===== src/rtl/down_counter_timer_pkg.sv =====
// Shared types and constants for the loadable down-counter/timer.
package down_counter_timer_pkg;

    typedef enum logic {
        IDLE = 1'b0,
        RUN  = 1'b1
    } state_t;

    localparam int DEF_WIDTH = 4;

endpackage


===== src/rtl/down_counter_timer_if.sv =====
// Load handshake, control and status bundle of the down-counter/timer.
interface down_counter_timer_if
    import down_counter_timer_pkg::*;
#(
    parameter int WIDTH = DEF_WIDTH
);
    logic [WIDTH-1:0] I;
    logic             LOAD_VALID;
    logic             LOAD_READY;
    logic             CE;
    logic             RELOAD;
    logic             ABORT;
    logic [WIDTH-1:0] O;
    logic             BUSY;
    logic             TC;

    modport master (
        output I, LOAD_VALID, CE, RELOAD, ABORT,
        input  LOAD_READY, O, BUSY, TC
    );

    modport slave (
        input  I, LOAD_VALID, CE, RELOAD, ABORT,
        output LOAD_READY, O, BUSY, TC
    );
endinterface


===== src/rtl/down_counter_timer_sub_n.sv =====
// Combinational WIDTH-bit decrementer, counterpart of the up-counter's adder.
module down_counter_timer_sub_n
    import down_counter_timer_pkg::*;
#(
    parameter int WIDTH = DEF_WIDTH
) (
    input  logic [WIDTH-1:0] a_i,
    output logic [WIDTH-1:0] y_o
);
    assign y_o = a_i - WIDTH'(1);
endmodule


===== src/rtl/down_counter_timer.sv =====
// Loadable down-counter with valid/ready load, count enable, abort,
// optional auto-reload and a registered one-cycle terminal-count pulse.
module down_counter_timer
    import down_counter_timer_pkg::*;
#(
    parameter int WIDTH = DEF_WIDTH
) (
    input  logic                 CLK,
    input  logic                 RESET,
    down_counter_timer_if.slave  bus
);
    state_t           state_q, state_d;
    logic [WIDTH-1:0] o_q, o_d;
    logic [WIDTH-1:0] period_q, period_d;
    logic             tc_q, tc_d;
    logic [WIDTH-1:0] dec;

    down_counter_timer_sub_n #(.WIDTH(WIDTH)) u_dec (
        .a_i (o_q),
        .y_o (dec)
    );

    always_comb begin
        state_d  = state_q;
        o_d      = o_q;
        period_d = period_q;
        tc_d     = 1'b0;
        unique case (state_q)
            IDLE: begin
                if (bus.LOAD_VALID) begin
                    o_d      = bus.I;
                    period_d = bus.I;
                    // A zero period fires immediately and never enters RUN.
                    if (bus.I != '0) state_d = RUN;
                    else             tc_d    = 1'b1;
                end
            end
            RUN: begin
                if (bus.ABORT) begin
                    o_d     = '0;
                    state_d = IDLE;
                end else if (bus.CE) begin
                    if (o_q == WIDTH'(1)) begin
                        tc_d = 1'b1;
                        if (bus.RELOAD) begin
                            o_d = period_q;
                        end else begin
                            o_d     = '0;
                            state_d = IDLE;
                        end
                    end else begin
                        o_d = dec;
                    end
                end
            end
            default: state_d = IDLE;
        endcase
    end

    always_ff @(posedge CLK) begin
        if (RESET) begin
            state_q  <= IDLE;
            o_q      <= '0;
            period_q <= '0;
            tc_q     <= 1'b0;
        end else begin
            state_q  <= state_d;
            o_q      <= o_d;
            period_q <= period_d;
            tc_q     <= tc_d;
        end
    end

    assign bus.O          = o_q;
    assign bus.TC         = tc_q;
    assign bus.BUSY       = (state_q == RUN);
    assign bus.LOAD_READY = (state_q == IDLE);
endmodule


===== src/flat_wrapper.sv =====
// flat-port wrapper written by rule: the top's interface ports become plain ports
module down_counter_timer_flat import down_counter_timer_pkg::*;
#(
    parameter int WIDTH = DEF_WIDTH
)
  (CLK, RESET, bus_I, bus_LOAD_VALID, bus_CE, bus_RELOAD, bus_ABORT, bus_LOAD_READY, bus_O, bus_BUSY, bus_TC);
  down_counter_timer_if #(.WIDTH(WIDTH)) bus_i ();
  input  logic CLK;
  input  logic RESET;
  input wire logic [$bits(bus_i.I)-1:0] bus_I;
  input wire logic [$bits(bus_i.LOAD_VALID)-1:0] bus_LOAD_VALID;
  input wire logic [$bits(bus_i.CE)-1:0] bus_CE;
  input wire logic [$bits(bus_i.RELOAD)-1:0] bus_RELOAD;
  input wire logic [$bits(bus_i.ABORT)-1:0] bus_ABORT;
  output wire logic [$bits(bus_i.LOAD_READY)-1:0] bus_LOAD_READY;
  output wire logic [$bits(bus_i.O)-1:0] bus_O;
  output wire logic [$bits(bus_i.BUSY)-1:0] bus_BUSY;
  output wire logic [$bits(bus_i.TC)-1:0] bus_TC;
  assign bus_i.I = bus_I;
  assign bus_i.LOAD_VALID = bus_LOAD_VALID;
  assign bus_i.CE = bus_CE;
  assign bus_i.RELOAD = bus_RELOAD;
  assign bus_i.ABORT = bus_ABORT;
  assign bus_LOAD_READY = bus_i.LOAD_READY;
  assign bus_O = bus_i.O;
  assign bus_BUSY = bus_i.BUSY;
  assign bus_TC = bus_i.TC;
  down_counter_timer #(.WIDTH(WIDTH)) u_core (.CLK(CLK), .RESET(RESET), .bus(bus_i));
endmodule

===== config.mk =====
export PLATFORM = sky130hd
export DESIGN_NAME = down_counter_timer_flat
export DESIGN_NICKNAME = d
export VERILOG_FILES = /design/src/rtl/down_counter_timer_pkg.sv /design/src/rtl/down_counter_timer_if.sv /design/src/rtl/down_counter_timer_sub_n.sv /design/src/rtl/down_counter_timer.sv /design/src/flat_wrapper.sv
export SDC_FILE = /design/constraint.sdc
export NUM_CORES = 1
export LEC_CHECK = 0
export CORE_AREA = 2 2 39 41
export CTS_CLUSTER_DIAMETER = 200
export DETAILED_ROUTE_END_ITERATION = 16
export DIE_AREA = 0 0 41 43
export HOLD_SLACK_MARGIN = 0.02
export PLACE_DENSITY = 0.79
export REMOVE_ABC_BUFFERS = 1
export SKIP_LAST_GASP = 1
export SLEW_MARGIN = 20
export SYNTH_ARGS = -nofsm -noshare
export SYNTH_HDL_FRONTEND = slang
export SYNTH_SLANG_ARGS = --single-unit

===== constraint.sdc =====
create_clock -name CLK -period 2.2 [get_ports CLK]
set_input_delay 0.33 -clock CLK [delete_from_list [all_inputs] [get_ports CLK]]
set_output_delay 0.33 -clock CLK [all_outputs]
set_load 0.005 [all_outputs]

# Word level (Yosys, flattened, before mapping)
# Index checks and enable logic that the tools add are counted.
# W data, S select, Z words.
dict set report classes {
  n_addsub 1
  n_eq_ne 3
  mux 19
  n_bitwise 1
  n_reduce_logical 3
}
# operator count
set op_table {}
lappend op_table {{$mux W4} 5}
lappend op_table {{$mux W1} 11}
lappend op_table {{$pmux W4 S2} 1}
lappend op_table {{$eq A4 B1 Y1 const B} 1}
lappend op_table {{$pmux W1 S2} 2}
lappend op_table {{$reduce_and A2 Y1} 2}
lappend op_table {{$reduce_bool A4 Y1} 1}
lappend op_table {{$sub A4 B1 Y4 const B} 1}
lappend op_table {{$ne A3 B3 Y1 const B} 1}
lappend op_table {{$ne A2 B2 Y1 const B} 1}
lappend op_table {{$not A1 Y1} 1}
dict set report totals {
  reg_bits 10
  input_bits 10
  out_inout_bits 7
  elab_cells 31
}

# Longest topological paths before layout
# Gate-level depths: netlist (run 1).
dict set report logic_depth {
  word_depth 5
  mapped_depth 6
  depth_no_buf 6
}

# Hierarchy
# Synthesis (run 1) repeated with hierarchy kept, for this count alone.
dict set report unflattened {
  hier_cells 67
  hier_area_um2 548.0
}
# mod n_inst cells_per_inst area_each_um2 seq_area_each_um2
set by_module_without_submodules {}
lappend by_module_without_submodules {down_counter_timer 1 60 496.7 200.2}
lappend by_module_without_submodules {down_counter_timer_sub_n 1 7 51.3 0.0}

# Worst setup path before layout (run 1)
# No wires, ideal clock.
dict set report synth_timing {
  kind {reg-to-reg}
  from {reg u_core.o_q[0] (netlist: u_core.bus.O[0])}
  to {reg u_core.o_q[0] (netlist: u_core.bus.O[0])}
  setup_time_ns 0.079
  arrival_time_ns 1.271
  t_required_ns 2.121
  slack_ns 0.850
  stages_incl_launch_ff 6
  n_path_buf 0
  synth_period_minus_slack_ns 1.350
  path_cell_list {dfxtp_1 > ha_1 > nor3b_4 > and3_1 > o21ai_1 > a211oi_2}
}
dict set report synth_between {
  elab_chain_len 5
  elab_cells_between_ends 6
  cone_classes {add/sub (1); eq/ne (1); mux (4)}
}
# element line_no
set synth_lines {}
lappend synth_lines {{from (decl)} down_counter_timer.sv:13} ;# logic [WIDTH-1:0] o_q, o_d;
lappend synth_lines {{from (signal assigned)} down_counter_timer.sv:63} ;# o_q <= '0;
lappend synth_lines {{from (signal assigned)} down_counter_timer.sv:68} ;# o_q <= o_d;
lappend synth_lines {{$sub A4 B1 Y4 or $eq A4 B1 Y1 (tied branches)} {down_counter_timer_sub_n.sv:10, down_counter_timer.sv:43}}
lappend synth_lines {{$mux W4 (*)} down_counter_timer.sv:43} ;# if (o_q == WIDTH'(1)) begin
lappend synth_lines {{$mux W4 (*)} down_counter_timer.sv:42} ;# end else if (bus.CE) begin
lappend synth_lines {{$mux W4 (*)} down_counter_timer.sv:39} ;# if (bus.ABORT) begin
lappend synth_lines {{$pmux W4 S2 (*)} down_counter_timer.sv:28} ;# unique case (state_q)
# Mark *: on every way between the ends. The rest lies on a longest branch, timed or not. The select of a mux whose other input is x is not followed.
# A chain may end at the register's enable or synchronous reset.

# Final worst setup path (run 1)
dict set report layout_timing {
  from {reg u_core.state_q (netlist: u_core.bus.BUSY)}
  to {out bus_LOAD_READY}
}
dict set report layout_between {
  elab_chain_len 1
}
# element line_no
set layout_lines {}
lappend layout_lines {{from (decl)} down_counter_timer.sv:12} ;# state_t state_q, state_d;
lappend layout_lines {{from (signal assigned)} down_counter_timer.sv:67} ;# state_q <= state_d;
lappend layout_lines {{$not A1 Y1} down_counter_timer.sv:77} ;# assign bus.LOAD_READY = (state_q == IDLE);
lappend layout_lines {{to (decl)} flat_wrapper.sv:15} ;# output wire logic [$bits(bus_i.LOAD_READY)-1:0] bus_LOAD_READY;
# No other way between the ends.

==> results of run 1 <==
state kept, by name, indices dropped and copies added, names as in the netlist:
name	count
u_core.bus.BUSY	1
u_core.bus.O	4
u_core.bus.TC	1
u_core.period_q	4
worst register-to-register path: cells and delay by family, from the launching register on:
kind                     cells  cell delay, ps
AND/OR/NAND/NOR              2             570
AO/OA/AOI/OAI                2             240
flip-flops                   1             430
adder cells (fa/ha/maj)      1             240
cells by family (layout without fill, tap and decap cells):
kind of cell / count (synthesis) / count (layout) / synth area share [%]
buf+inv: 6 / 24 / 4.19
flops: 10 / 10 / 35.3
fa+ha+maj: 2 / 2 / 4.41
simple gates: 34 / 34 / 31.8
compound gates: 21 / 21 / 24.3
per-layer routing:
layer | global-route usage [%] | up-vias | wire length, µm
met2 | 27.2 | 21 | 656
met1 | 24.3 | 271 | 597
met5 | 0 | - | 0
met3 | 5.24 | 2 | 63
met4 | 12.0 | 0 | 25
li1 | - | 291 | -
area by class of cell:
class / count / area, µm²
Inverter: 4 / 15.0
Tap cell: 16 / 20.0
Timing Repair Buffer: 16 / 160
Clock buffer: 4 / 36.3
Fill cell: 141 / 609
Sequential cell: 10 / 200
Multi-Input combinational cell: 57 / 343
Yosys cell counts:
library cell  number  share of area, %
nand2b_1           2               2.2
nor4_1             1               1.1
inv_1              4               2.6
o2111ai_1          1               1.5
buf_1              1              0.66
nor2_8             1               3.5
a211oi_2           2               4.4
o21ba_2            1               1.8
nor2b_1            1               1.1
o21ai_1            3               2.6
nor2_1             9               6.0
ha_1               2               4.4
buf_2              1              0.88
and3_1             2               2.2
o21ai_0            6               5.3
a21oi_1            5               4.4
dfxtp_1           10                35
nand2_1           15               9.9
nand4_1            1               1.1
nor3b_4            1               3.3
nand3b_1           1               1.3
a211oi_1           2               2.6
a32oi_1            1               1.5
power by group:
| group | internal (mW) | switching (mW) | leakage [nW] |
|---|---|---|---|
| logic | 0.0645 | 0.0581 | 0.189 |
| clock network | 0.100 | 0.0695 | 0.0210 |
| registers | 0.195 | 0.0165 | 0.0825 |
| total | 0.360 | 0.144 | 0.293 |
placed cells by master, fill, tap and decap left out, drive strengths merged:
cell type and count:
clkdlybuf4s50 16, nand2 15, dfxtp 10, nor2 10, o21ai 9, a21oi 5
inv 4, clkbuf 4, a211oi 4, nand2b 2, and3 2, ha 2
nor2b 1, nor4 1, nor3b 1, a32oi 1, o21ba 1, nand3b 1
o2111ai 1, nand4 1
worst max-delay path by stage:
stage | startpoint | end | slack, ps | depth (start not counted)
finish | u_core.bus.BUSY$_SDFF_PP0_ | bus_LOAD_READY | 550 | 2
global route | u_core.bus.BUSY$_SDFF_PP0_ | bus_LOAD_READY | 500 | 2
CTS | u_core.bus.BUSY$_SDFF_PP0_ | bus_LOAD_READY | 540 | 2
detailed placement | bus_ABORT | u_core.bus.O[1]$_SDFFE_PP0P_ | 560 | 5
global placement | bus_ABORT | u_core.bus.O[0]$_SDFFE_PP0P_ | 610 | 5
floorplan | u_core.bus.O[0]$_SDFFE_PP0P_ | u_core.bus.O[0]$_SDFFE_PP0P_ | 850 | 5
metrics by stage:
step / area, µm² / hold WS [ps] / worst slack (ps)
2_1_floorplan: 558 / 395 / 850
3_3_place_gp: 738 / 439 / 606
3_5_place_dp: 738 / 448 / 557
4_1_cts: 774 / 458 / 540
5_1_grt: 774 / 480 / 497
6_report: 774 / 454 / 547
==> flow_metrics.tcl, run 1 <==
set metrics [dict create \
    status "completed" \
    max_stage_delay_ps 530 \
    crit_family "buffers and inverters" \
    gr-total-overflow 0 \
    finalClockSkew_ps 4.00 \
    grt_antenna_before_repair 0 \
    post_synth_num_cell_types 23 \
    r2r_slack_ps 650 \
    powerDensity_mw_per_mm2 651 \
    postRouteAntennaNets 0 \
    critPathCaptureType "output port" \
    rows 14 \
    ir_drop_mv 0.354 \
    drive_gt1_share_pct 9.89 \
    drtIter0Drc 10 \
    place.gp.congestion 0.798 \
    first_pass_iters 4 \
    worstPathArrival_ps 1320 \
    core_area_mm2 0.00138 \
    wl_per_cell_um 12.5 \
    tns_ps 0 \
    fp.dieW_um 41 \
    ys_seq_area_share_pct 35.3 \
    grt_max_degree 11 \
    worstPathCellList "inv_1 -> clkdlybuf4s50_1" \
    avgSynthCellArea_um2 7.76 \
    relSlewSlack_pct 72.7 \
    final_cells 107 \
    clkTransAtPathRegs_ps 70 \
    tightest_slew_ps 408 \
    rr_startpoint "u_core.bus.O[0]$_SDFFE_PP0P_" \
    cts-root-buf "clkbuf_4" \
    cp-start-kind "flip-flop" \
    place_hpwl_mm 1.03 \
    ios 17 \
    rsz0062_at_grt "false" \
    synth_area_um2 567 \
    crit_fanout 5 \
    vias 585 \
    grt_pass1_wl_mm 2.28 \
    detail_route.wirelength_mm 1.34 \
    clk_latency_ps 270 \
    r2r-end "u_core.bus.O[0]$_SDFFE_PP0P_" \
    area_growth_pct 36.6 \
    post-cts-setup-buffers 0 \
    r2r_cells 5 \
    cts_resized 0 \
    port_buffers 16 \
    worstSetupPathType "flip-flop to output port" \
    ctsLongestPathBuffers 2 \
    whs_endpoint "u_core.period_q[0]$_SDFFE_PP0P_" \
    hold_path_class "flip-flop to flip-flop" \
    yosys_warnings 0 \
    power.leakage_nw 0.293 \
    dieHeight_um 43 \
    period_needed_ps 1650 \
    cts_hold_buf 0 \
    cp_slowest_cell "clkdlybuf4s50_1" \
    initial_utilization_pct 41.0 \
    cts_tree "yes" \
    drc_errors 0 \
    diodes 0 \
    synth-seq-cells 10 \
    path_buf_inv 2 \
    grt_util_all_layers_pct 19.1 \
    hold_violations 0 \
    period_share_pct 75.1 \
    holdPathStages 2 \
    slew_viol_final 0 \
    htree_levels 1 \
    fin_nets 104 \
    holdCritStartpoint "u_core.period_q[0]$_SDFFE_PP0P_" \
    netlist_instances 73 \
    final-setup-viol-count 0 \
    place_inst 103 \
    viasPerCell 5.47 \
    cts_buffers 3 \
    grt_pass1_vias 546 \
    fmax_mhz 605 \
    required_ps 1870 \
    die_area_mm2 0.00176 \
    cts_sinks 10 \
    post-route-util_pct 56.0 \
    finalPower_mw 0.504 \
    drv_cap 0 \
]
No activity file was read; power rests on OpenSTA's default activity.
==> run 2, diff against run 1 <==
==> constraint.sdc (replaced) <==
create_clock -name CLK -period 1.7 [get_ports CLK]
set_input_delay 0.255 -clock CLK [delete_from_list [all_inputs] [get_ports CLK]]
set_output_delay 0.255 -clock CLK [all_outputs]
set_load 0.005 [all_outputs]
==> run 2 against run 1 <==
  * Core utilization rose by 0.54 points
  * Sequential share of layout area down 0.25 points
  * Register-to-register slack got worse by 450 ps
  * Sequential power up 28%
  * Count of clock-buffer cells in the layout is the same
  * Combinational power is 35% higher
  * Via count fell by 3.1%
  * Critical path depth unchanged
  * Critical endpoint unchanged
==> flow_metrics.tcl, run 2 (synthesis results as in run 1) <==
set metrics [dict create \
    fp.dieW_um 41 \
    powerDensity_mw_per_mm2 842 \
    required_ps 1440 \
    gr-total-overflow 0 \
    critPathCaptureType "output port" \
    ctsLongestPathBuffers 2 \
    htree_levels 1 \
    power.leakage_nw 0.298 \
    p_int_mw 0.469 \
    mostFrequentLayoutCells "clkdlybuf4s50_1 (16), nand2_1 (15), dfxtp_1 (10)" \
    detail_route.wirelength_mm 1.34 \
    core_area_mm2 0.00138 \
    power_frac_comb_pct 25.2 \
    worstPathArrival_ps 1350 \
    clk_latency_ps 280 \
    grt_util_all_layers_pct 18.9 \
    drtIter0Drc 21 \
    relSlewSlack_pct 72.5 \
    grt_antenna_before_repair 0 \
    cts_tree "yes" \
    crit_fanout 5 \
    clkTransAtPathRegs_ps 80 \
    fin_nets 105 \
    post-cts-setup-buffers 0 \
    tns_ps 0 \
    grt_max_degree 11 \
    tightest_slew_ps 411 \
    vias 567 \
    hold_path_class "flip-flop to flip-flop" \
    postRouteAntennaNets 0 \
    rows 14 \
    cts_resized 0 \
    period_share_pct 94.2 \
    clkPwrFrac_pct 33.7 \
    rsz0062_at_grt "false" \
    period_needed_ps 1600 \
    drc_errors 0 \
    fmax_mhz 624 \
    cts_buffers 3 \
    cts_sinks 10 \
    worstSetupPathType "flip-flop to output port" \
    viasPerCell 5.25 \
    cp-start-kind "flip-flop" \
    seqCellArea_um2 200 \
    initial_utilization_pct 41.0 \
    final-setup-viol-count 0 \
    layout_commonest_cell "clkdlybuf4s50_1" \
    multi_input_area_um2 343 \
    grt_pass1_vias 530 \
    grt_pass1_wl_mm 2.24 \
    cts-root-buf "clkbuf_4" \
    cts_hold_buf 0 \
    diodes 0 \
    dieHeight_um 43 \
    pwr-share-seq_pct 41.1 \
    port_buffers 16 \
    wl_per_cell_um 12.4 \
    area_growth_pct 38.0 \
    switching_share_pct 28.7 \
    ios 17 \
    status "completed" \
    first_pass_iters 4 \
    die_area_mm2 0.00176 \
    fin_hold_ws_ps 462 \
    place_hpwl_mm 1.04 \
    p_switching_mw 0.189 \
    place.gp.congestion 0.794 \
    ir_drop_mv 0.430 \
    finalClockSkew_ps 10.7 \
    drv_cap 0 \
    hold_violations 0 \
    nFillCells 135 \
    slew_viol_final 0 \
    drive_gt1_share_pct 10.9 \
]
[run 2: final timing paths]
path | slack [ps] | start | end | cells past startpoint
max | 100 | u_core.bus.BUSY$_SDFF_PP0_ | bus_LOAD_READY | 2
max reg2reg | 200 | u_core.bus.O[1]$_SDFFE_PP0P_ | u_core.bus.O[0]$_SDFFE_PP0P_ | 6
min | 460 | u_core.period_q[0]$_SDFFE_PP0P_ | u_core.period_q[0]$_SDFFE_PP0P_ | 2
min reg2reg | 460 | u_core.period_q[0]$_SDFFE_PP0P_ | u_core.period_q[0]$_SDFFE_PP0P_ | 2
[run 2: critical path: stages, from the launching register on]
cell             delay [ps]
dfxtp_1                 350
inv_1                   170
clkdlybuf4s50_1         540
[run 2: per-stage QoR]
stage | utilization, % | cells | worst slack [ps] | instance area, µm² | power (mW)
floorplan | - | 71 | 350 | 558 | 0.361
global placement | 53.9 | 104 | 167 | 746 | 0.436
detailed placement | 53.9 | 104 | 163 | 746 | 0.442
CTS | 56.5 | 108 | 101 | 782 | 0.665
global route | 56.5 | 108 | 70.8 | 782 | 0.701
finish | 56.5 | 108 | 98.2 | 782 | 0.658
[run 2: power groups by stage]
stage / Combinational (mW) / Sequential [mW] / Clock (mW)
floorplan: 0.0848 / 0.276 / 0
global placement: 0.161 / 0.275 / 0
detailed placement: 0.166 / 0.276 / 0
CTS: 0.167 / 0.271 / 0.227
global route: 0.185 / 0.274 / 0.243
finish: 0.166 / 0.271 / 0.222
[run 2: layout make-up]
type                       count  area share [%]
clock buffer                   4            4.64
inverter                       4            1.92
multi-input combinational     57            43.8
sequential                    10            25.6
tap                           16            2.56
timing repair buffer          17            21.4
[run 2: routing by layer]
layer | share of wire [%] | wire length, µm | track usage [%] | vias to the layer above
met2 | 50 | 663 | 27.2 | 17
met1 | 44 | 589 | 24.6 | 257
met3 | 4.2 | 56 | 4.71 | 4
li1 | - | - | - | 289
met4 | 1.9 | 26 | 10.7 | 0
met5 | 0 | 0 | 0 | -
==> run 3, diff against run 2 <==
--- a/config.mk
+++ b/config.mk
@@ -6,11 +6,10 @@
 export NUM_CORES = 1
 export LEC_CHECK = 0
 export CORE_AREA = 2 2 39 41
-export CTS_CLUSTER_DIAMETER = 200
 export DETAILED_ROUTE_END_ITERATION = 16
 export DIE_AREA = 0 0 41 43
 export HOLD_SLACK_MARGIN = 0.02
-export PLACE_DENSITY = 0.79
+export PLACE_DENSITY = 0.75
 export REMOVE_ABC_BUFFERS = 1
 export SKIP_LAST_GASP = 1
 export SLEW_MARGIN = 20
==> run 3 against run 2 <==
  * Global-route usage fell by 2.8 points
  * Sequential power barely moved
  * Final cell count did not move
  * Critical path depth did not move
  * Sequential cell count did not move
  * Via count fell by 3.0%
  * Non-clock buffer count did not move
  * Fmax rose by 2.7%
  * Hold slack got worse by 11 ps
  * Wire length fell by 9.6%
  * Sequential share of layout area did not move
  * Critical path type unchanged
  * Largest power group unchanged
==> flow_metrics.tcl, run 3 (synthesis results as in run 1) <==
set metrics [dict create \
    grt_pass1_vias 475 \
    r2r-end "u_core.bus.O[0]$_SDFFE_PP0P_" \
    dieHeight_um 43 \
    ir_drop_mv 0.575 \
    grt_util_all_layers_pct 16.1 \
    cts_hold_buf 0 \
    drv_cap 0 \
    htree_levels 1 \
    wl_per_cell_um 11.2 \
    vias 550 \
    cts_tree "yes" \
    drc_errors 0 \
    gr-total-overflow 0 \
    grt_antenna_before_repair 0 \
    layout_commonest_cell "clkdlybuf4s50_1" \
    r2r_cells 6 \
    post-route-util_pct 56.5 \
    die_area_mm2 0.00176 \
    powerDensity_mw_per_mm2 837 \
    final-setup-viol-count 0 \
    tightest_slew_ps 395 \
    postRouteAntennaNets 0 \
    diodes 0 \
    rows 14 \
    crit_end "bus_LOAD_READY" \
    drive_gt1_share_pct 10.9 \
    detail_route.wirelength_mm 1.21 \
    clkTransAtPathRegs_ps 70 \
    ios 17 \
    viasPerCell 5.09 \
    port_buffers 16 \
    drtIter0Drc 8 \
    cts_buffers 3 \
    worstPathArrival_ps 1310 \
    hold_violations 0 \
    worstSetupPathType "flip-flop to output port" \
    postPlaceCellArea_um2 746 \
    place_hpwl_um 931 \
    core_area_mm2 0.00138 \
    period_share_pct 91.8 \
    ctsLongestPathBuffers 2 \
    clk_latency_ps 270 \
    fin_nets 105 \
    r2r_slack_ps 210 \
    period_needed_ps 1560 \
    rsz0062_at_grt "false" \
    post-cts-setup-buffers 0 \
    grt_pass1_wl_mm 1.93 \
    fp.dieW_um 41 \
    mostFrequentLayoutCells "clkdlybuf4s50_1 (16), nand2_1 (15), dfxtp_1 (10)" \
    rr_startpoint "u_core.bus.O[1]$_SDFFE_PP0P_" \
    status "completed" \
    place.gp.congestion 0.764 \
    finalClockSkew_ps 6.93 \
    cts_resized 0 \
    fin_area_um2 782 \
    multi_input_area_um2 343 \
    critPathCaptureType "output port" \
    initial_utilization_pct 41.0 \
    crit_fanout 5 \
    cts_sinks 10 \
    power.leakage_nw 0.298 \
    tns_ps 0 \
    cts-root-buf "clkbuf_4" \
    crit_start "u_core.bus.BUSY$_SDFF_PP0_" \
    relSlewSlack_pct 73.6 \
    required_ps 1440 \
    grt_max_degree 11 \
    slew_viol_final 0 \
    fin_hold_ws_ps 451 \
    hold_path_class "flip-flop to flip-flop" \
    area_growth_pct 38.0 \
    nFillCells 132 \
    cp-start-kind "flip-flop" \
    fmax_mhz 641 \
    first_pass_iters 4 \
    seqCellArea_um2 200 \
]
[run 3: routing by layer]
metal / global-route usage (%) / part of all wire, % / up-vias / routed length [µm]
met5: 0 / 0 / - / 0
met3: 4.71 / 3.8 / 4 / 46
li1: - / - / 291 / -
met4: 10.0 / 2.1 / 0 / 25
met1: 21.4 / 50 / 236 / 598
met2: 21.9 / 44 / 19 / 537
[run 3: how the worst min path moves through the flow]
stage,start,endpoint,slack [ps],cells past startpoint
2_1_floorplan,RESET,u_core.bus.O[0]$_SDFFE_PP0P_,320,1
3_3_place_gp,u_core.period_q[1]$_SDFFE_PP0P_,u_core.period_q[1]$_SDFFE_PP0P_,440,2
3_5_place_dp,u_core.period_q[1]$_SDFFE_PP0P_,u_core.period_q[1]$_SDFFE_PP0P_,440,2
4_1_cts,u_core.period_q[1]$_SDFFE_PP0P_,u_core.period_q[1]$_SDFFE_PP0P_,450,2
5_1_grt,u_core.period_q[0]$_SDFFE_PP0P_,u_core.period_q[0]$_SDFFE_PP0P_,490,2
6_report,u_core.period_q[1]$_SDFFE_PP0P_,u_core.period_q[1]$_SDFFE_PP0P_,450,2
[run 3: layout make-up]
| cell class | count | share of cell area, % |
|---|---|---|
| repair buffers | 17 | 21.4 |
| clock buffers | 4 | 4.64 |
| well taps | 16 | 2.56 |
| inverters | 4 | 1.92 |
| multi-input cells | 57 | 43.8 |
| flip-flops and latches | 10 | 25.6 |
[run 3: report_power, final]
part           switching [mW]  internal [mW]  total, mW
logic                  0.0782         0.0869      0.165
clock network          0.0894          0.130      0.220
registers              0.0177          0.252      0.270
total                   0.185          0.469      0.655
[run 3: critical path, stage by stage, from the launching register on]
cell	delay, ps
dfxtp_1	340
inv_1	160
clkdlybuf4s50_1	530
[run 3: through the flow]
step / power (mW) / std cells / setup slack, ps
global route: 0.691 / 108 / 94.5
CTS: 0.660 / 108 / 130
detailed placement: 0.441 / 104 / 170
finish: 0.655 / 108 / 140
floorplan: 0.361 / 71 / 350
global placement: 0.437 / 104 / 166
